**config.mk**
```make
export PLATFORM = sky130hd
export DESIGN_NAME = beam_cmp_seq_flat
export DESIGN_NICKNAME = d
export VERILOG_FILES = /design/src/rtl/beam_cmp_pkg.sv /design/src/rtl/beam_cmp_seq_if.sv /design/src/rtl/beam_cmp_tmo.sv /design/src/rtl/beam_cmp_seq.sv /design/src/flat_wrapper.sv
export SDC_FILE = /design/constraint.sdc
export NUM_CORES = 1
export LEC_CHECK = 0
export ABC_AREA = 1
export BUFFER_PORTS_ARGS = -buffer_cell sky130_fd_sc_hd__buf_2
export CORE_MARGIN = 1
export CORE_UTILIZATION = 49
export DETAILED_ROUTE_END_ITERATION = 7
export GPL_ROUTABILITY_DRIVEN = 0
export PLACE_DENSITY_LB_ADDON = 0.2
export SYNTH_ARGS = -nofsm -noshare
export SYNTH_HDL_FRONTEND = slang
export SYNTH_SLANG_ARGS = --single-unit
```
**constraint.sdc**
```tcl
create_clock -name main_clk -period 1.7 [get_ports main_clk]
set_clock_uncertainty 0.05 [all_clocks]
set_input_delay 0.085 -clock main_clk [delete_from_list [all_inputs] [get_ports main_clk]]
set_output_delay 0.085 -clock main_clk [all_outputs]
set_load 0.005 [all_outputs]
```
**src/rtl/beam_cmp_pkg.sv**
```systemverilog
// beam_cmp_pkg: shared state encoding and instruction field positions for the beam comparator sequencer.
// Latency: n/a (declarations only).
// Backpressure: n/a. The watchdog build option is BEAM_CMP_TIMEOUT_EN.
package beam_cmp_pkg;

   typedef enum logic [2:0] {
      ST_IDLE = 3'd0,
      ST_LDQ  = 3'd1,
      ST_LDM  = 3'd2,
      ST_ARM  = 3'd3,
      ST_EVAL = 3'd4,
      ST_DONE = 3'd5
   } state_t;

   // IR2 (mask word) fields
   localparam int IR2_BFD     = 15;
   localparam int IR2_MASK_HI = 14;
   localparam int IR2_MASK_LO = 1;
   localparam int IR2_SKIP    = 0;

   // IR1 (position word) target position field
   localparam int IR1_POS_HI = 15;
   localparam int IR1_POS_LO = 1;

   // Watchdog limit for the default counter width; the counter itself saturates at all-ones
   localparam int                    TMO_W_DFLT = 16;
   localparam logic [TMO_W_DFLT-1:0] TMO_MAX    = '1;

endpackage

```
**src/rtl/beam_cmp_seq_if.sv**
```systemverilog
// beam_cmp_seq_if: instruction handshake, comparator bank bus and status signals of the sequencer.
// Latency: n/a (wiring only).
// Backpressure: cmd_valid/cmd_ready; the slave modport is the sequencer, master is the fetch/bank side.
interface beam_cmp_seq_if #(
   parameter int POS_W = 15,
   parameter int IR_W  = 16
);
   logic             cmd_valid;
   logic             cmd_ready;
   logic [IR_W-1:0]  cmd_ir1;
   logic [IR_W-1:0]  cmd_ir2;
   logic             beam_tick;
   logic             blit_busy;
   logic             cmp_co;
   logic [POS_W-1:0] cmp_db;
   logic             cmp_lq;
   logic             cmp_lm;
   logic             cmp_c1;
   logic             busy;
   logic             wait_done;
   logic             skip_valid;
   logic             skip_take;
   logic             tmo_err;

   modport slave (
      input  cmd_valid, cmd_ir1, cmd_ir2, beam_tick, blit_busy, cmp_co,
      output cmd_ready, cmp_db, cmp_lq, cmp_lm, cmp_c1, busy,
             wait_done, skip_valid, skip_take, tmo_err
   );

   modport master (
      output cmd_valid, cmd_ir1, cmd_ir2, beam_tick, blit_busy, cmp_co,
      input  cmd_ready, cmp_db, cmp_lq, cmp_lm, cmp_c1, busy,
             wait_done, skip_valid, skip_take, tmo_err
   );
endinterface

```
**src/rtl/beam_cmp_tmo.sv**
```systemverilog
// beam_cmp_tmo: WAIT watchdog counter, cleared on accept, counts beam ticks, saturates at all-ones.
// Latency: sat_o rises the cycle after the increment that reaches all-ones.
// Backpressure: none; only built with BEAM_CMP_TIMEOUT_EN.
module beam_cmp_tmo #(
   parameter int TMO_W = 16
) (
   input  logic main_clk,
   input  logic main_rst,
   input  logic clr_i,
   input  logic inc_i,
   output logic sat_o
);
   logic [TMO_W-1:0] cnt_q, cnt_d;

   assign sat_o = &cnt_q;

   // Next count: clear wins, then increment until saturated
   always_comb begin
      cnt_d = cnt_q;
      if (clr_i) begin
         cnt_d = '0;
      end else if (inc_i && !sat_o) begin
         cnt_d = cnt_q + 1'b1;
      end
   end

   // Counter register
   always_ff @(posedge main_clk or posedge main_rst) begin
      if (main_rst) begin
         cnt_q <= '0;
      end else begin
         cnt_q <= cnt_d;
      end
   end
endmodule

```
**src/rtl/beam_cmp_seq.sv**
```systemverilog
// beam_cmp_seq: WAIT/SKIP sequencer loading and sampling the bit-sliced beam comparator bank.
// Latency: accept to DONE >= 5 cycles (LDQ, LDM, ARM, EVAL, DONE); C1 is combinational on beam_tick in ARM.
// Backpressure: cmd_ready only in IDLE. Optional watchdog under BEAM_CMP_TIMEOUT_EN.
module beam_cmp_seq
   import beam_cmp_pkg::*;
#(
   parameter int POS_W = 15,
   parameter int IR_W  = 16,
   parameter int TMO_W = 16
) (
   input logic           main_clk,
   input logic           main_rst,
   beam_cmp_seq_if.slave seq_if
);
   state_t           state_q, state_d;
   logic [IR_W-1:0]  ir2_q, ir2_d;
   logic [POS_W-1:0] db_q, db_d;
   logic             hit_q, hit_d;
   logic             tmo_q, tmo_d;
   logic             accept;
   logic             is_skip;
   logic             hit_now;
   logic             tmo_abort;

   assign accept  = (state_q == ST_IDLE) && seq_if.cmd_valid;
   assign is_skip = ir2_q[IR2_SKIP];
   // BFD set means the blitter state does not gate the comparison
   assign hit_now = seq_if.cmp_co && (ir2_q[IR2_BFD] || !seq_if.blit_busy);

`ifdef BEAM_CMP_TIMEOUT_EN
   logic tmo_sat;
   logic tmo_inc;

   assign tmo_inc = seq_if.beam_tick && !is_skip &&
                    ((state_q == ST_ARM) || (state_q == ST_EVAL));

   beam_cmp_tmo #(.TMO_W(TMO_W)) u_tmo (
      .main_clk (main_clk),
      .main_rst (main_rst),
      .clr_i    (accept),
      .inc_i    (tmo_inc),
      .sat_o    (tmo_sat)
   );

   assign tmo_abort      = tmo_sat && !is_skip;
   assign seq_if.tmo_err = (state_q == ST_DONE) && tmo_q;
`else
   assign tmo_abort      = 1'b0;
   assign seq_if.tmo_err = 1'b0;
`endif

   // Next state, bus/result registers and strobes
   always_comb begin
      state_d           = state_q;
      ir2_d             = ir2_q;
      db_d              = db_q;
      hit_d             = hit_q;
      tmo_d             = tmo_q;
      seq_if.cmd_ready  = 1'b0;
      seq_if.busy       = 1'b1;
      seq_if.cmp_lq     = 1'b0;
      seq_if.cmp_lm     = 1'b0;
      seq_if.cmp_c1     = 1'b0;
      seq_if.wait_done  = 1'b0;
      seq_if.skip_valid = 1'b0;
      seq_if.skip_take  = 1'b0;
      case (state_q)
         ST_IDLE: begin
            seq_if.cmd_ready = 1'b1;
            seq_if.busy      = 1'b0;
            if (accept) begin
               ir2_d   = seq_if.cmd_ir2;
               // Position goes onto the bus now so it is stable for the whole LDQ cycle
               db_d    = seq_if.cmd_ir1[IR1_POS_HI:IR1_POS_LO];
               hit_d   = 1'b0;
               tmo_d   = 1'b0;
               state_d = ST_LDQ;
            end
         end
         ST_LDQ: begin
            seq_if.cmp_lq = 1'b1;
            // Top vertical bit is never maskable
            db_d    = {1'b1, ir2_q[IR2_MASK_HI:IR2_MASK_LO]};
            state_d = ST_LDM;
         end
         ST_LDM: begin
            seq_if.cmp_lm = 1'b1;
            state_d       = ST_ARM;
         end
         ST_ARM: begin
            if (tmo_abort) begin
               tmo_d   = 1'b1;
               state_d = ST_DONE;
            end else if (seq_if.beam_tick) begin
               seq_if.cmp_c1 = 1'b1;
               state_d       = ST_EVAL;
            end
         end
         ST_EVAL: begin
            // Carry chain has had one full cycle to settle since C1
            hit_d = hit_now;
            if (is_skip || hit_now) begin
               state_d = ST_DONE;
            end else if (tmo_abort) begin
               tmo_d   = 1'b1;
               state_d = ST_DONE;
            end else begin
               state_d = ST_ARM;
            end
         end
         ST_DONE: begin
            seq_if.wait_done  = !is_skip && !tmo_q;
            seq_if.skip_valid = is_skip;
            seq_if.skip_take  = is_skip && hit_q;
            state_d           = ST_IDLE;
         end
         default: begin
            state_d = ST_IDLE;
         end
      endcase
   end

   assign seq_if.cmp_db = db_q;

   // State and latched instruction registers
   always_ff @(posedge main_clk or posedge main_rst) begin
      if (main_rst) begin
         state_q <= ST_IDLE;
         ir2_q   <= '0;
         db_q    <= '0;
         hit_q   <= 1'b0;
         tmo_q   <= 1'b0;
      end else begin
         state_q <= state_d;
         ir2_q   <= ir2_d;
         db_q    <= db_d;
         hit_q   <= hit_d;
         tmo_q   <= tmo_d;
      end
   end
endmodule
```
**src/flat_wrapper.sv**
```systemverilog
// flat-port wrapper written by rule: the top's interface ports become plain ports
module beam_cmp_seq_flat import beam_cmp_pkg::*;
#(
   parameter int POS_W = 15,
   parameter int IR_W  = 16,
   parameter int TMO_W = 16
)
  (main_clk, main_rst, seq_if_cmd_valid, seq_if_cmd_ir1, seq_if_cmd_ir2, seq_if_beam_tick, seq_if_blit_busy, seq_if_cmp_co, seq_if_cmd_ready, seq_if_cmp_db, seq_if_cmp_lq, seq_if_cmp_lm, seq_if_cmp_c1, seq_if_busy, seq_if_wait_done, seq_if_skip_valid, seq_if_skip_take, seq_if_tmo_err);
  beam_cmp_seq_if #(.POS_W(POS_W), .IR_W(IR_W)) seq_if_i ();
  input logic main_clk;
  input logic main_rst;
  input wire logic [$bits(seq_if_i.cmd_valid)-1:0] seq_if_cmd_valid;
  input wire logic [$bits(seq_if_i.cmd_ir1)-1:0] seq_if_cmd_ir1;
  input wire logic [$bits(seq_if_i.cmd_ir2)-1:0] seq_if_cmd_ir2;
  input wire logic [$bits(seq_if_i.beam_tick)-1:0] seq_if_beam_tick;
  input wire logic [$bits(seq_if_i.blit_busy)-1:0] seq_if_blit_busy;
  input wire logic [$bits(seq_if_i.cmp_co)-1:0] seq_if_cmp_co;
  output wire logic [$bits(seq_if_i.cmd_ready)-1:0] seq_if_cmd_ready;
  output wire logic [$bits(seq_if_i.cmp_db)-1:0] seq_if_cmp_db;
  output wire logic [$bits(seq_if_i.cmp_lq)-1:0] seq_if_cmp_lq;
  output wire logic [$bits(seq_if_i.cmp_lm)-1:0] seq_if_cmp_lm;
  output wire logic [$bits(seq_if_i.cmp_c1)-1:0] seq_if_cmp_c1;
  output wire logic [$bits(seq_if_i.busy)-1:0] seq_if_busy;
  output wire logic [$bits(seq_if_i.wait_done)-1:0] seq_if_wait_done;
  output wire logic [$bits(seq_if_i.skip_valid)-1:0] seq_if_skip_valid;
  output wire logic [$bits(seq_if_i.skip_take)-1:0] seq_if_skip_take;
  output wire logic [$bits(seq_if_i.tmo_err)-1:0] seq_if_tmo_err;
  assign seq_if_i.cmd_valid = seq_if_cmd_valid;
  assign seq_if_i.cmd_ir1 = seq_if_cmd_ir1;
  assign seq_if_i.cmd_ir2 = seq_if_cmd_ir2;
  assign seq_if_i.beam_tick = seq_if_beam_tick;
  assign seq_if_i.blit_busy = seq_if_blit_busy;
  assign seq_if_i.cmp_co = seq_if_cmp_co;
  assign seq_if_cmd_ready = seq_if_i.cmd_ready;
  assign seq_if_cmp_db = seq_if_i.cmp_db;
  assign seq_if_cmp_lq = seq_if_i.cmp_lq;
  assign seq_if_cmp_lm = seq_if_i.cmp_lm;
  assign seq_if_cmp_c1 = seq_if_i.cmp_c1;
  assign seq_if_busy = seq_if_i.busy;
  assign seq_if_wait_done = seq_if_i.wait_done;
  assign seq_if_skip_valid = seq_if_i.skip_valid;
  assign seq_if_skip_take = seq_if_i.skip_take;
  assign seq_if_tmo_err = seq_if_i.tmo_err;
  beam_cmp_seq #(.POS_W(POS_W), .IR_W(IR_W), .TMO_W(TMO_W)) u_core (.main_clk(main_clk), .main_rst(main_rst), .seq_if(seq_if_i));
endmodule
```
== Word level (Yosys, flattened, before mapping) ==
Cells that the tools add are included.
Cells by class
  $add $sub $neg: 0
  multipliers: 0
  div/mod/pow operators: 0
  order comparisons: 0
  equality and inequality tests: 7
  shift-type cells: 0
  multiplexer cells: 17
  bitwise logic cells: 0
  reduce and logical (&&, ||, !) cells: 14
Operator list (count)
  15-bit case mux with 2 select lines: 1
  15-bit 2-to-1 mux: 1
  3-bit case mux with 5 select lines: 1
  1-bit 2-to-1 mux: 10
  3-bit 2-to-1 mux: 3
  2-bit AND reduction: 4
  3-bit by 2-bit == test with 1-bit output (second input constant): 2
  3-bit == test (second input constant): 2
  2-bit nonzero test: 2
  3-bit by 1-bit == test with 1-bit output (second input constant): 1
  1-bit logical AND: 3
  3-bit zero test: 1
  1-bit zero test: 2
  1-bit logical OR: 2
  2-bit by 1-bit inequality test with 1-bit output (second input constant): 1
  2-bit inequality test (second input constant): 1
  1-bit case mux with 2 select lines: 1
Word-level totals
  flip-flop bits (word level): 35
  bits in latches: 0
  bits in writable memories: 0
  bits in read-only memories: 0
  input port bits: 38
  output and inout bits: 24
  logic and storage cells: 42
  memories kept: 0

== Depth between registers and ports, before layout ==
  word-level depth: 6
  depth in mapped cells: 7
  mapped depth without buffers: 6

== Worst setup path after synthesis ==
Ideal clock, no wire load.
  path type: register -> register
  start: reg u_core.state_q[1]
  end: reg u_core.db_q[14], in the netlist u_core.seq_if.cmp_db[14]
  library setup time: 123 ps
  arrival: 1058 ps
  required time: 1527 ps
  setup slack: 469 ps
  stages on the path, launching flop included: 7
  path buffers: 2
  clock period less this slack: 1231 ps
  path through: dfrtp_1 > nor2_4 > nand3_2 > buf_6 > buf_6 > nand3_1 > nand2_1
On the way
  cells in the longest elaborated chain, start to end: 4
  elaborated cells between the ends (all ways): 7
  those cells by class: eq/ne: 2; mux: 1; reduce/logical: 4
Ends and longest elaborated chain
  from (decl): line beam_cmp_seq.sv:15  | state_t state_q, state_d;
  from (signal assigned): line beam_cmp_seq.sv:134  | state_q <= state_d;
  3-bit zero test: line beam_cmp_seq.sv:25, beam_cmp_seq.sv:67
  1-bit logical AND: line beam_cmp_seq.sv:25  | assign accept = (state_q == ST_IDLE) && seq_if.cmd_valid;
  2-bit by 1-bit inequality test with 1-bit output (no source line)
  2-bit AND reduction (no source line)
  to (signal assigned): line beam_cmp_seq.sv:130  | db_q <= '0;
  to (signal assigned): line beam_cmp_seq.sv:136  | db_q <= db_d;
  to (decl): line beam_cmp_seq.sv:17  | logic [POS_W-1:0] db_q, db_d;
Several ways; a longest one is shown, not always the timed one.
A chain may end at the register's enable or synchronous reset.

== Worst setup path after layout ==
  start: reg u_core.state_q[1]
  end: out seq_if_wait_done
On the way
  cells in the longest elaborated chain, start to end: 2
Ends and longest elaborated chain
  3-bit == test: line beam_cmp_seq.sv:67  | case (state_q)
  1-bit 2-to-1 mux: line beam_cmp_seq.sv:67
  to (decl): line flat_wrapper.sv:24  | output wire logic [$bits(seq_if_i.wait_done)-1:0] seq_if_wait_done;
No other way between the ends.

==> Flow_metrics.wiki <==
{| class="wikitable"
! Metric !! Value
|-
| Number of storage elements in the synthesis netlist || 35
|-
| Classification of the worst-slack hold path || input port to flip-flop
|-
| Number of maximum-capacitance constraint violations || 0
|-
| Post-route met1 wirelength || 1950 um
|-
| RSZ-0062 raised after global routing || false
|-
| Post-Place Cell Area || 0.00210 mm2
|-
| Final Slew Violations || 0
|-
| Fin crit share || 0.940
|-
| Maximum level of the CTS H-tree || 2
|-
| Outcome || finished clean
|-
| Number of global-route vias before repair || 1,632
|-
| Core ar. || 0.00342 mm2
|-
| Syn nets || 262
|-
| Top library cells by usage in the layout, fill and taps aside || sky130_fd_sc_hd__nand2_1, sky130_fd_sc_hd__buf_2, sky130_fd_sc_hd__dfrtp_1, sky130_fd_sc_hd__dlygate4sd3_1, sky130_fd_sc_hd__inv_1
|-
| Source-to-sink clock delay at the later pin of the worst-skew pair || 0.35 ns
|-
| Start point of the worst min-delay path || seq_if_cmp_co
|-
| Placed Cells || 324
|-
| Crit Reg-Reg Endpoint || u_core.seq_if.cmp_db[14]
|-
| Share of final-layout standard cells stronger than drive strength 1 || 0.280
|-
| Sum of negative setup slack || 0 ns
|-
| Clock tree from TritonCTS || done
|-
| Reg2reg setup slack || 0.24 ns
|-
| Avg Synthesized Cell Area || 8.02 um2
|-
| Gate count after technology mapping || 224
|-
| DR top layer || met4
|-
| Leading cell type in the layout, fill and taps excluded || sky130_fd_sc_hd__nand2_1
|-
| Port bufs || 59
|-
| Design Area, Final || 0.00249 mm2
|-
| Residual overflow from global routing || 0
|-
| Largest net degree at the start of global routing || 36
|-
| Kind of critical path || flip-flop to output pin
|-
| Final routed wire length divided by cell count || 11.6 um
|-
| Top-level I/O count || 62
|-
| CP Data Arrival Time || 1.46 ns
|-
| Area Overhead vs Synth || 38.9%
|-
| Sum of met2 wire segment lengths after detailed routing || 2030 um
|-
| Post-place setup slack || 0.140 ns
|-
| Die H || 62.5 um
|-
| Register-to-Register Path Depth || 5
|-
| Detailed Place HPWL || 2770 um
|-
| GR Util All Layers || 0.249
|-
| Minimum clock period after layout || 1.60 ns
|-
| Number of antenna repair diodes || 0
|-
| Post-synthesis instance area || 0.00180 mm2
|-
| Share of the yosys chip area belonging to registers || 0.488
|-
| First-pass GRT wire length || 7470 um
|-
| Element type at the critical path start || flip-flop
|-
| Clk buf depth || 2
|-
| Worst VDD drop || 0.780 mV
|-
| F_max || 626 MHz
|-
| Final hold vios || 0
|-
| Number of detailed-routing iterations run before antenna repair || 4
|-
| Total leakage power || 0.00141 uW
|-
| Number of distinct library cells after synthesis || 22
|-
| Length of routed met3 wiring || 209 um
|-
| Remaining routing DRC violations || 0
|-
| Total number of placement rows || 21
|-
| Number of nets in the final layout || 355
|-
| Horizontal extent of the die || 62.5 um
|-
| Via total after detailed routing || 1,751
|-
| WL final || 4240 um
|-
| Capturing element type of the critical path || output pin
|-
| Antenna violations before repair || 0
|-
| CTS sink cnt || 35
|-
| Starting utilization of the core area || 0.526
|-
| Number of enable-type register cells in the synthesized netlist || 0
|-
| Data required time of the critical path || 1.56 ns
|-
| Setup-violating endpoint count in the final report || 0
|-
| Synth Flop Type || sky130_fd_sc_hd__dfrtp_1
|-
| Total Die Area || 0.00391 mm2
|-
| Via-to-Cell Ratio || 4.81
|-
| Detailed router's first-iteration violation count || 104
|-
| Layout Cells excl Fill || 364
|-
| Maximum net fanout on the critical path || 16
|-
| Synthesis warning total || 0
|-
| Fill count || 282
|-
| Share of flip-flops with an asynchronous set or reset || 1.00
|-
| PnR worst setup slack || 0.102 ns
|-
| Capturing element of the worst setup path || seq_if_wait_done
|-
| Cts bufs inserted || 5
|-
| Power per cell area || 1520 mW/mm2
|-
| Remaining antenna violation count || 0
|-
| Clk root buf || sky130_fd_sc_hd__clkbuf_4
|-
| Worst reg2reg startpoint || u_core.state_q[1]
|-
| Post-CTS clock slew at the launch and capture registers of the worst setup and hold paths || 0.10 ns
|-
| Crit path launch || u_core.state_q[1]
|}
state kept, by name, summed over array words and instances (netlist names):
signal,flops
u_core.hit_q,1
u_core.state_q,3
u_core.ir2_q,16
u_core.seq_if.cmp_db,15
cells in the mapped netlist (3+ instances only):
| cell type | number | area share |
|---|---|---|
| sky130_fd_sc_hd__nand2_1 | 80 | 0.17 |
| sky130_fd_sc_hd__buf_4 | 4 | 0.017 |
| sky130_fd_sc_hd__nand4_1 | 15 | 0.052 |
| sky130_fd_sc_hd__o21ai_0 | 15 | 0.042 |
| sky130_fd_sc_hd__nor2_1 | 7 | 0.015 |
| sky130_fd_sc_hd__inv_1 | 22 | 0.046 |
| sky130_fd_sc_hd__dfrtp_1 | 35 | 0.49 |
| sky130_fd_sc_hd__buf_2 | 4 | 0.011 |
| sky130_fd_sc_hd__o21ai_2 | 3 | 0.015 |
| sky130_fd_sc_hd__buf_6 | 6 | 0.038 |
| sky130_fd_sc_hd__nand3_1 | 19 | 0.053 |
worst max-delay path: stages (launching register included):
cell	delay, ns
sky130_fd_sc_hd__dfrtp_2	0.47
sky130_fd_sc_hd__inv_2	0.10
sky130_fd_sc_hd__buf_4	0.21
sky130_fd_sc_hd__nand3_1	0.13
sky130_fd_sc_hd__nor2_1	0.10
sky130_fd_sc_hd__buf_2	0.11
cell type report:
cell class	count	area, um2	share of cell area
well taps	46	57.6	0.0231
inverters	24	90.1	0.0361
repair buffers	101	691	0.277
clock buffers	8	68.8	0.0276
multi-input cells	150	708	0.284
flip-flops and latches	35	878	0.352
layer usage:
layer | vias to the layer above | track usage
met5 | - | 0
met4 | 0 | 0.0785
met3 | 7 | 0.0602
met2 | 50 | 0.406
met1 | 794 | 0.326
li1 | 900 | -
through the flow:
step | power (uW) | utilization | hold slack, ns
after floorplan | 2750 | - | 0.176
after global routing | 4170 | 0.730 | 0.0413
after CTS | 3800 | 0.729 | 0.00465
final | 3780 | 0.730 | 0.0115
after global placement | 3150 | 0.615 | 0.158
after detailed placement | 3210 | 0.615 | 0.155
power breakdown:
group / switching, uW / internal [uW]
registers: 256 / 1230
clock network: 281 / 243
logic: 1030 / 742
repair_timing:
action,in CTS,in global routing
hold endpoints to repair,66,0
gates resized for setup,0,2
hold buffers,32,0
buffers inserted,0,0
setup endpoints to repair,0,7
logic make-up after synthesis:
group	synth area share
and+or+nand+nor	0.321
buffers and inverters	0.118
DFF	0.488
AOI/OAI and AO/OA	0.0718
other	0.00209
how the worst min path moves through the flow:
stage,end,slack (ns),cells past startpoint
after floorplan,u_core.ir2_q[12],0.18,2
after global placement,u_core.seq_if.cmp_db[1],0.16,3
after CTS,u_core.hit_q,0.005,3
after detailed placement,u_core.seq_if.cmp_db[2],0.16,3
after global routing,u_core.hit_q,0.04,3
final,u_core.hit_q,0.01,3
Note: power is estimated with default switching activity, not from simulation.
